===== config.mk =====
export PLATFORM = sky130hd
export DESIGN_NAME = systolic_ctrl
export DESIGN_NICKNAME = d
export VERILOG_FILES = /design/src/rtl/systolic_ctrl.sv
export SDC_FILE = /design/constraint.sdc
export NUM_CORES = 1
export LEC_CHECK = 0
export BUFFER_PORTS_ARGS = -buffer_cell sky130_fd_sc_hd__buf_2
export CORE_UTILIZATION = 60
export DETAILED_ROUTE_END_ITERATION = 8
export PLACE_DENSITY = 0.94
export SETUP_SLACK_MARGIN = 0.1
export SYNTH_ARGS = -nofsm -noshare
export SYNTH_HDL_FRONTEND = slang
export SYNTH_SLANG_ARGS = --single-unit

===== constraint.sdc =====
create_clock -name clk -period 5.8 [get_ports clk]
set_input_delay 0.29 -clock clk [delete_from_list [all_inputs] [get_ports clk]]
set_output_delay 0.29 -clock clk [all_outputs]
set_load 0.1 [all_outputs]

===== src/rtl/systolic_ctrl.sv =====
// systolic_ctrl: sequencer for one matrix-multiply job on the systolic datapath.
// On an accepted start it pulses the array clear, streams K operand vectors from
// the Fetchers, drains the skew pipeline, waits for the array's ready and holds
// the result until the consumer acks.
//
// Ports:
//   clk, rst_n        clock (rising edge), async active-low reset
//   i_start, i_k_len  job request (sampled only in IDLE) and reduction length
//   i_stall           feed back-pressure, only meaningful in FEED
//   i_array_ready     array result ready
//   i_result_ack      consumer has taken the result
//   o_busy            high in every state except IDLE
//   o_array_clear     accumulator clear, one cycle
//   o_feed/o_skew_valid/o_feed_addr   operand beat strobe and index
//   o_result_valid    result is final (HOLD)
//   o_done            one-cycle pulse after job end
//   o_err             watchdog fired, sticky until next start
//
// Build option: define SYS_CTRL_TIMEOUT_EN to add the WAIT/HOLD watchdog.
// Without it the controller waits indefinitely and o_err is tied low.
//
// State | meaning
// IDLE  | no job; accept start
// CLEAR | clear array accumulators
// FEED  | stream K operand beats
// DRAIN | let skew pipeline empty
// WAIT  | wait for array ready
// HOLD  | result valid until ack

`ifndef SYS_ARRAY_LEN
`define SYS_ARRAY_LEN 4
`endif

module systolic_ctrl #(
  parameter int ARRAY_LEN      = `SYS_ARRAY_LEN,
  parameter int K_MAX          = 256,
  parameter int KW             = $clog2(K_MAX + 1),
  parameter int AW             = $clog2(K_MAX),
  parameter int DRAIN_CYCLES   = 2 * ARRAY_LEN,
  parameter int TIMEOUT_CYCLES = 500
) (
  input  logic          clk,
  input  logic          rst_n,
  input  logic          i_start,
  input  logic [KW-1:0] i_k_len,
  input  logic          i_stall,
  input  logic          i_array_ready,
  input  logic          i_result_ack,
  output logic          o_busy,
  output logic          o_array_clear,
  output logic          o_feed,
  output logic [AW-1:0] o_feed_addr,
  output logic          o_skew_valid,
  output logic          o_result_valid,
  output logic          o_done,
  output logic          o_err
);

  localparam int CW = $clog2(DRAIN_CYCLES + TIMEOUT_CYCLES + 1);

  typedef enum logic [2:0] {S_IDLE, S_CLEAR, S_FEED, S_DRAIN, S_WAIT, S_HOLD} state_t;

  state_t        r_state, w_next;
  logic [KW-1:0] r_k;
  logic [AW-1:0] r_addr;
  logic [CW-1:0] r_cnt;
  logic          r_rdy_seen;
  logic          r_done;
  logic [KW-1:0] w_k_sat;
  logic [AW-1:0] w_last_addr;
  logic          w_last_beat;
  logic          w_tmo_fire;

  assign w_k_sat     = (i_k_len > KW'(K_MAX)) ? KW'(K_MAX) : i_k_len;
  assign w_last_addr = AW'(r_k - KW'(1));
  assign w_last_beat = (r_state == S_FEED) && !i_stall && (r_addr == w_last_addr);

`ifdef SYS_CTRL_TIMEOUT_EN
  logic r_err;
  // r_cnt is reloaded with the watchdog limit on DRAIN exit and keeps
  // counting down across WAIT and HOLD as one budget.
  assign w_tmo_fire = ((r_state == S_WAIT) || (r_state == S_HOLD)) && (r_cnt == '0);
  assign o_err      = r_err;
`else
  assign w_tmo_fire = 1'b0;
  assign o_err      = 1'b0;
`endif

  always_ff @(posedge clk or negedge rst_n) begin
    if (!rst_n) r_state <= S_IDLE;
    else        r_state <= w_next;
  end

  always_comb begin
    w_next = r_state;
    case (r_state)
      S_IDLE:  if (i_start) w_next = (w_k_sat == '0) ? S_IDLE : S_CLEAR;
      S_CLEAR: w_next = S_FEED;
      S_FEED:  if (w_last_beat) w_next = S_DRAIN;
      S_DRAIN: if (r_cnt == '0) w_next = S_WAIT;
      S_WAIT: begin
        if (w_tmo_fire)                        w_next = S_IDLE;
        else if (i_array_ready || r_rdy_seen) w_next = S_HOLD;
      end
      S_HOLD:  if (w_tmo_fire || i_result_ack) w_next = S_IDLE;
      default: w_next = S_IDLE;
    endcase
  end

  always_comb begin
    o_busy         = (r_state != S_IDLE);
    o_array_clear  = (r_state == S_CLEAR);
    o_feed         = (r_state == S_FEED) && !i_stall;
    o_skew_valid   = (r_state == S_FEED) && !i_stall;
    o_result_valid = (r_state == S_HOLD);
    o_feed_addr    = r_addr;
    o_done         = r_done;
  end

  always_ff @(posedge clk or negedge rst_n) begin
    if (!rst_n) begin
      r_k        <= '0;
      r_addr     <= '0;
      r_cnt      <= '0;
      r_rdy_seen <= 1'b0;
      r_done     <= 1'b0;
`ifdef SYS_CTRL_TIMEOUT_EN
      r_err      <= 1'b0;
`endif
    end else begin
      r_done <= 1'b0;
      case (r_state)
        S_IDLE: if (i_start) begin
          r_k        <= w_k_sat;
          r_addr     <= '0;
          r_rdy_seen <= 1'b0;
          // zero-length job finishes immediately
          r_done     <= (w_k_sat == '0);
`ifdef SYS_CTRL_TIMEOUT_EN
          r_err      <= 1'b0;
`endif
        end
        S_FEED: begin
          if (w_last_beat)   r_cnt  <= CW'(DRAIN_CYCLES - 1);
          else if (!i_stall) r_addr <= r_addr + AW'(1);
        end
        S_DRAIN: begin
          if (i_array_ready) r_rdy_seen <= 1'b1;
          if (r_cnt != '0)   r_cnt <= r_cnt - CW'(1);
`ifdef SYS_CTRL_TIMEOUT_EN
          else               r_cnt <= CW'(TIMEOUT_CYCLES - 1);
`endif
        end
        S_WAIT, S_HOLD: begin
`ifdef SYS_CTRL_TIMEOUT_EN
          if (w_tmo_fire) begin
            r_err  <= 1'b1;
            r_done <= 1'b1;
          end else begin
            r_cnt <= r_cnt - CW'(1);
          end
`endif
          if ((r_state == S_HOLD) && i_result_ack) r_done <= 1'b1;
        end
        default: ;
      endcase
    end
  end

endmodule

# Yosys cells after proc, flatten, opt, wreduce, memory -nomap -nowiden
# Cells that the tools add are included.
[op_classes]
mux = 21
eq_ne = 15
multipliers = 0
shifts = 0
magnitude_cmp = 1
reduce_logical = 19
add_sub_neg = 3
div_mod_pow = 0
bitwise = 0
[op_table]
columns = ["cell", "count"]
rows = [
  ["$mux W9", 3],
  ["$mux W8", 3],
  ["$logic_not A9 Y1", 2],
  ["$ne A2 B2 Y1 const B", 9],
  ["$pmux W3 S6", 1],
  ["$pmux W9 S2", 1],
  ["$pmux W8 S2", 1],
  ["$mux W3", 5],
  ["$gt A9 B9 Y1 const B", 1],
  ["$reduce_bool A9 Y1", 1],
  ["$sub A9 B1 Y9 const B", 1],
  ["$add A8 B1 Y8 const B", 1],
  ["$eq A8 B8 Y1", 1],
  ["$sub A8 B1 Y8 const B", 1],
  ["$eq A3 B2 Y1 const B", 2],
  ["$eq A3 B3 Y1 const B", 2],
  ["$reduce_and A3 Y1", 2],
  ["$reduce_bool A2 Y1", 3],
  ["$mux W1", 5],
  ["$reduce_and A5 Y1", 1],
  ["$pmux W1 S2", 2],
  ["$reduce_and A4 Y1", 1],
  ["$eq A3 B1 Y1 const B", 1],
  ["$logic_and A1 B1 Y1", 3],
  ["6 further kinds", 6],
]
[word_totals]
word_cells = 65
inputBits = 15
n_memories = 0
out_inout_bits = 15
regBits = 30
mem_bits_rw = 0
mem_bits_ro = 0
latchBits = 0

# Longest topological paths before layout
[depth]
ltp_word = 6
ltp_mapped = 9

# Least setup slack after synthesis
# OpenSTA, ideal clock, no wires.
[synth_timing]
kind = "reg2out"
from = "reg r_state[0]"
to = "out o_array_clear"
arrival_time_ns = 2.949
path_buffers = 1
slack_ns = 2.561
path_stages_with_launch = 4
path_cell_list = "dfrtp_1 > clkbuf_1 > inv_1 > nor3_1"
[synth_via]
elab_chain_len = 1
[synth_rtl]
columns = ["item", "line", "text"]
rows = [
  ["start, declared", "63", "state_t r_state, w_next;"],
  ["start signal, assigned", "91", "else r_state <= w_next;"],
  ["$eq A3 B1 Y1", "112", "o_array_clear = (r_state == S_CLEAR);"],
  ["end, declared", "50", "output logic o_array_clear,"],
]
# Every way passes these cells.

# Worst setup path after layout
[layout_timing]
from = "reg r_state[0]"
to = "reg r_addr[6], in the netlist o_feed_addr[6]"
[layout_via]
elab_chain_len = 5
[layout_rtl]
columns = ["item", "line", "text"]
rows = [
  ["$eq A3 B2 Y1", "76, 132", ""],
  ["$logic_and A1 B1 Y1 (2 in series)", "76", "assign w_last_beat = (r_state == S_FEED) && !i_stall && (r_addr == w_last_addr);"],
  ["$ne A2 B2 Y1 (no source line)", "--", ""],
  ["$reduce_and A4 Y1 (no source line)", "--", ""],
  ["end signal, assigned", "145", "else if (!i_stall) r_addr <= r_addr + AW'(1);"],
  ["end, declared", "65", "logic [AW-1:0] r_addr;"],
]
# Parallel ways exist; a longest one is shown, timed or not.
# A chain may end at the register's enable or synchronous reset.

==> results.env <==
OUTCOME='complete, but fails checks'
VIOLATIONS='DRC'
STORAGE_ELEMENT_AREA_SQ_UM=751
LKG_PWR_nW=0.886
POSTSYNTH.TOPFLOPCELL='sky130_fd_sc_hd__dfrtp_1'
GRT_PASS1_VIAS=1433
GLOBALPLACE.CONGESTION=0.838
DESIGN_POWER_TOTAL_W=0.000985
WL_PER_CELL_UM=14.7
NETLIST_TOP_CELLS_AREA='sky130_fd_sc_hd__dfrtp_1 (41%), sky130_fd_sc_hd__nand2b_1 (4.8%), sky130_fd_sc_hd__xnor2_1 (3.8%)'
DIODES=0
FINAL_LAYOUT_SIZE_SUFFIX_GT1_SHARE_PCT=18.7
DETAILED_PLACE_HPWL_MM=2.78
END_KIND='flip-flop'
DPL_CELL_AREA_SQ_UM=1940
IR_WORST_VDD_mV=0.238
SYNTH_TOP_FAMILY_BY_AREA='simple AND/OR/NAND/NOR gates'
CTSHTREEMAXLEVEL=2
SYN_INST=204
TIMING_WORST_SLEW_PIN_VALUE_NS=0.890
SYNTH.MOST_COMMON_CELL='sky130_fd_sc_hd__dfrtp_1'
AREA_GROWTH_PCT=10.3
CRITICAL_PATH_ARRIVAL_NS=2.98
MAX_FREQ_MHz=368
SYNTH.NET_COUNT=222
WORST_RELATIVE_SLEW_SLACK_PCT=40.5
SYNTH_EDF_COUNT=0
STD_CELL_ROWS=19
POSTSYNTHREGISTERBITS=30
VIAS_PER_CELL=6.20
POWER_DENSITY_nW_PER_UM2=488
DRT_DRC_VIOLATIONS_LEFT=2
PLACE.PORT_BUFFERS=28
CLOCK_LATENCY_ON_THE_WORST_SKEW_PAIR_NS=0.34
FINAL-HOLD-VIOLATION-COUNT=0
SYNTHXORXNORAREAFRAC_PCT=6.22
CTS_ROOT_BUFFER='sky130_fd_sc_hd__clkbuf_4'
CLOCK_TRANSITION_AT_THE_REGISTERS_OF_THE_REPORTED_PATHS_NS=0.10
ASYNC_RESET_FF_SHARE_PCT=100
ANTENNA_VIOLATING_NETS_POST_ROUTE=0
INITIALDRTVIOLATIONCOUNT=61
TOTAL_CTS_BUFFERS=5
DRTPASS1ITERATIONS=6
DRV_SLEW=0
IO_PINS=30
UTILIZATION_PCT=71.3
NFILLCELLS=207
DP_SLACK_NS=3.13
MUXSHAREOFSYNTHAREA_PCT=0.547
YOSYSTOPAREACELL='sky130_fd_sc_hd__dfrtp_1'
FIN_TNS_SETUP_NS=0
SYN_AREA_PER_CELL_SQ_UM=8.97
POSTCTSSETUPBUFFERS=0
CHIPHEIGHT_UM=57.2
NETLIST.AREA_LEADER.SHARE_PCT=41.0
SYNTH_SEQ_AREA_SHARE_PCT=41.0
GRT_ANTENNA_BEFORE_REPAIR=0
GRT_PASS1_WL_MM=6.34
FLOORPLAN.DIE.WIDTH_UM=57.2
WORST_SETUP_PATH_START_KIND='flip-flop'
TIMING.FINAL.CRIT_SHARE_PCT=46.9
MULTI_INPUT_COMB_AREA_SQ_UM=981
CTS_SINKS=30
INITIAL_CORE_UTIL_PCT=64.7
SYNTH_ADDER_AREA_SHARE_PCT=2.05
GRT_MAX_DEGREE=31
HOLDCRITPATHCLASS='primary input to flip-flop'
CAP_VIOL_MAX_COUNT=0
TRITONCTS='done'
FINAL_NETS=247
ROUTE.FINAL.WIRE_LENGTH_MM=3.84
TIMING.FINAL.CRIT_PERIOD_NS=2.72
VIAS=1619
YOSYS-TOP-CELLS-COUNT='sky130_fd_sc_hd__dfrtp_1 (30), sky130_fd_sc_hd__nor2_1 (17), sky130_fd_sc_hd__nand2_1 (16)'
GRT-OVFL-TOTAL=0
SYNTH_SIMPLE_GATE_AREA_SHARE_PCT=24.7
DIE_AR_SQ_UM=3280
FLOORPLAN.CORE_AREA_SQ_UM=2830
TIMING.SETUP.CRITICAL_PATH_CLASS='flip-flop to flip-flop'
SETUP_VIOL=0
RSZ0062_AT_GRT='no'
SYNTH_CELL_TYPES=48
SKEW_NS=0.00705
SYN_AREA_SQ_UM=1830
CTS-ROOT-TO-SINK-BUFFERS=2
PATH_MAX_FANOUT=24
SETUP_WS_NS=3.08
CRITICAL_PATH_REQUIRED_NS=6.06
SYN_WARNINGS=0
SYNTH_COMPOUND_GATE_AREA_SHARE_PCT=19.9
GRTUSAGETOTAL_PCT=25.9
FINAL_AREA_SQ_UM=2020
==> cells in the final DEF, fill, tap and decap left out, drive strengths merged, types with 2 or more instances in the layout <==
| cell type | instances |
|---|---|
| or4 | 2 |
| nand3 | 3 |
| a41oi | 2 |
| dfrtp | 30 |
| o21bai | 2 |
| clkbuf | 6 |
| nand4 | 5 |
| a21oi | 10 |
| a211oi | 2 |
| nor4 | 5 |
| buf | 28 |
| nor3 | 10 |
| o31ai | 6 |
| nand3b | 2 |
| xnor2 | 8 |
| o211a | 2 |
| inv | 9 |
| nand2b | 14 |
| o21ai | 17 |
| o211ai | 3 |
| xor2 | 5 |
| nand2 | 16 |
| nor2 | 17 |
| o22ai | 2 |
| or3 | 2 |
| nor2b | 2 |
| ha | 3 |
==> logic make-up after synthesis <==
group,after synthesis
XOR/XNOR,13
buffers and inverters,20
flip-flops,30
adder cells (fa/ha/maj),3
AND/OR/NAND/NOR,83
AO/OA/AOI/OAI,53
other,1
multiplexers,1
==> worst paths after layout <==
| path | cells after the start | slack (ns) | from | to |
|---|---|---|---|---|
| max | 6 | 3.08 | r_state[0] | o_feed_addr[6] |
| max in group asynchronous | 2 | 4.89 | rst_n | r_k[5] |
| min reg2reg | 1 | 0.51 | r_rdy_seen | r_rdy_seen |
| max reg2reg | 6 | 3.08 | r_state[0] | o_feed_addr[6] |
| min | 3 | 0.21 | i_k_len[6] | r_k[6] |
| min in group asynchronous | 2 | 0.49 | rst_n | r_state[1] |
==> flip-flops by register name (all words and copies together) (netlist names) <==
name / flops
o_done: 1
o_feed_addr: 8
r_cnt: 9
r_k: 8
r_rdy_seen: 1
r_state: 3
==> cell type report <==
| type | count | share of cell area [%] |
|---|---|---|
| clock buffer | 6 | 2.54 |
| sequential | 30 | 37.2 |
| inverter | 9 | 1.67 |
| clock inverter | 2 | 0.620 |
| tap | 31 | 1.92 |
| multi-input combinational | 154 | 48.6 |
| timing repair buffer | 29 | 7.44 |
==> report_power, final <==
part | total, W | switching [W] | leakage, nW | internal (W)
Sequential | 0.000384 | 0.000107 | 0.368 | 0.000277
Combinational | 0.000466 | 0.000309 | 0.484 | 0.000157
Clock | 0.000135 | 0.0000773 | 0.0343 | 0.0000582
==> metrics by stage <==
step	cells	hold slack, ns
final	261	0.208
after global routing	261	0.204
after CTS	261	0.201
after detailed placement	252	0.355
after global placement	252	0.349
after floorplan	204	-0.00559
==> routing by layer <==
metal	up-vias	GRT usage, %	wire, um
met3	8	7.26	259
met5	-	0	0
met2	65	41.3	1790
li1	784	-	-
met1	762	34.5	1740
met4	0	8.36	54
==> repair_timing <==
item,4_1_cts,5_1_grt
resized for setup,0,0
hold endpoints to repair,30,0
hold buffers,1,0
==> critical path, cell delays in order, from the launching register on <==
cell and delay [ns]:
sky130_fd_sc_hd__dfrtp_1 0.57, sky130_fd_sc_hd__nor4b_4 0.58, sky130_fd_sc_hd__o211a_1 0.24, sky130_fd_sc_hd__o211ai_2 0.11, sky130_fd_sc_hd__a211oi_4 0.77, sky130_fd_sc_hd__o31ai_1 0.19
sky130_fd_sc_hd__a21oi_1 0.18
No activity file was read; power rests on OpenSTA's default activity.
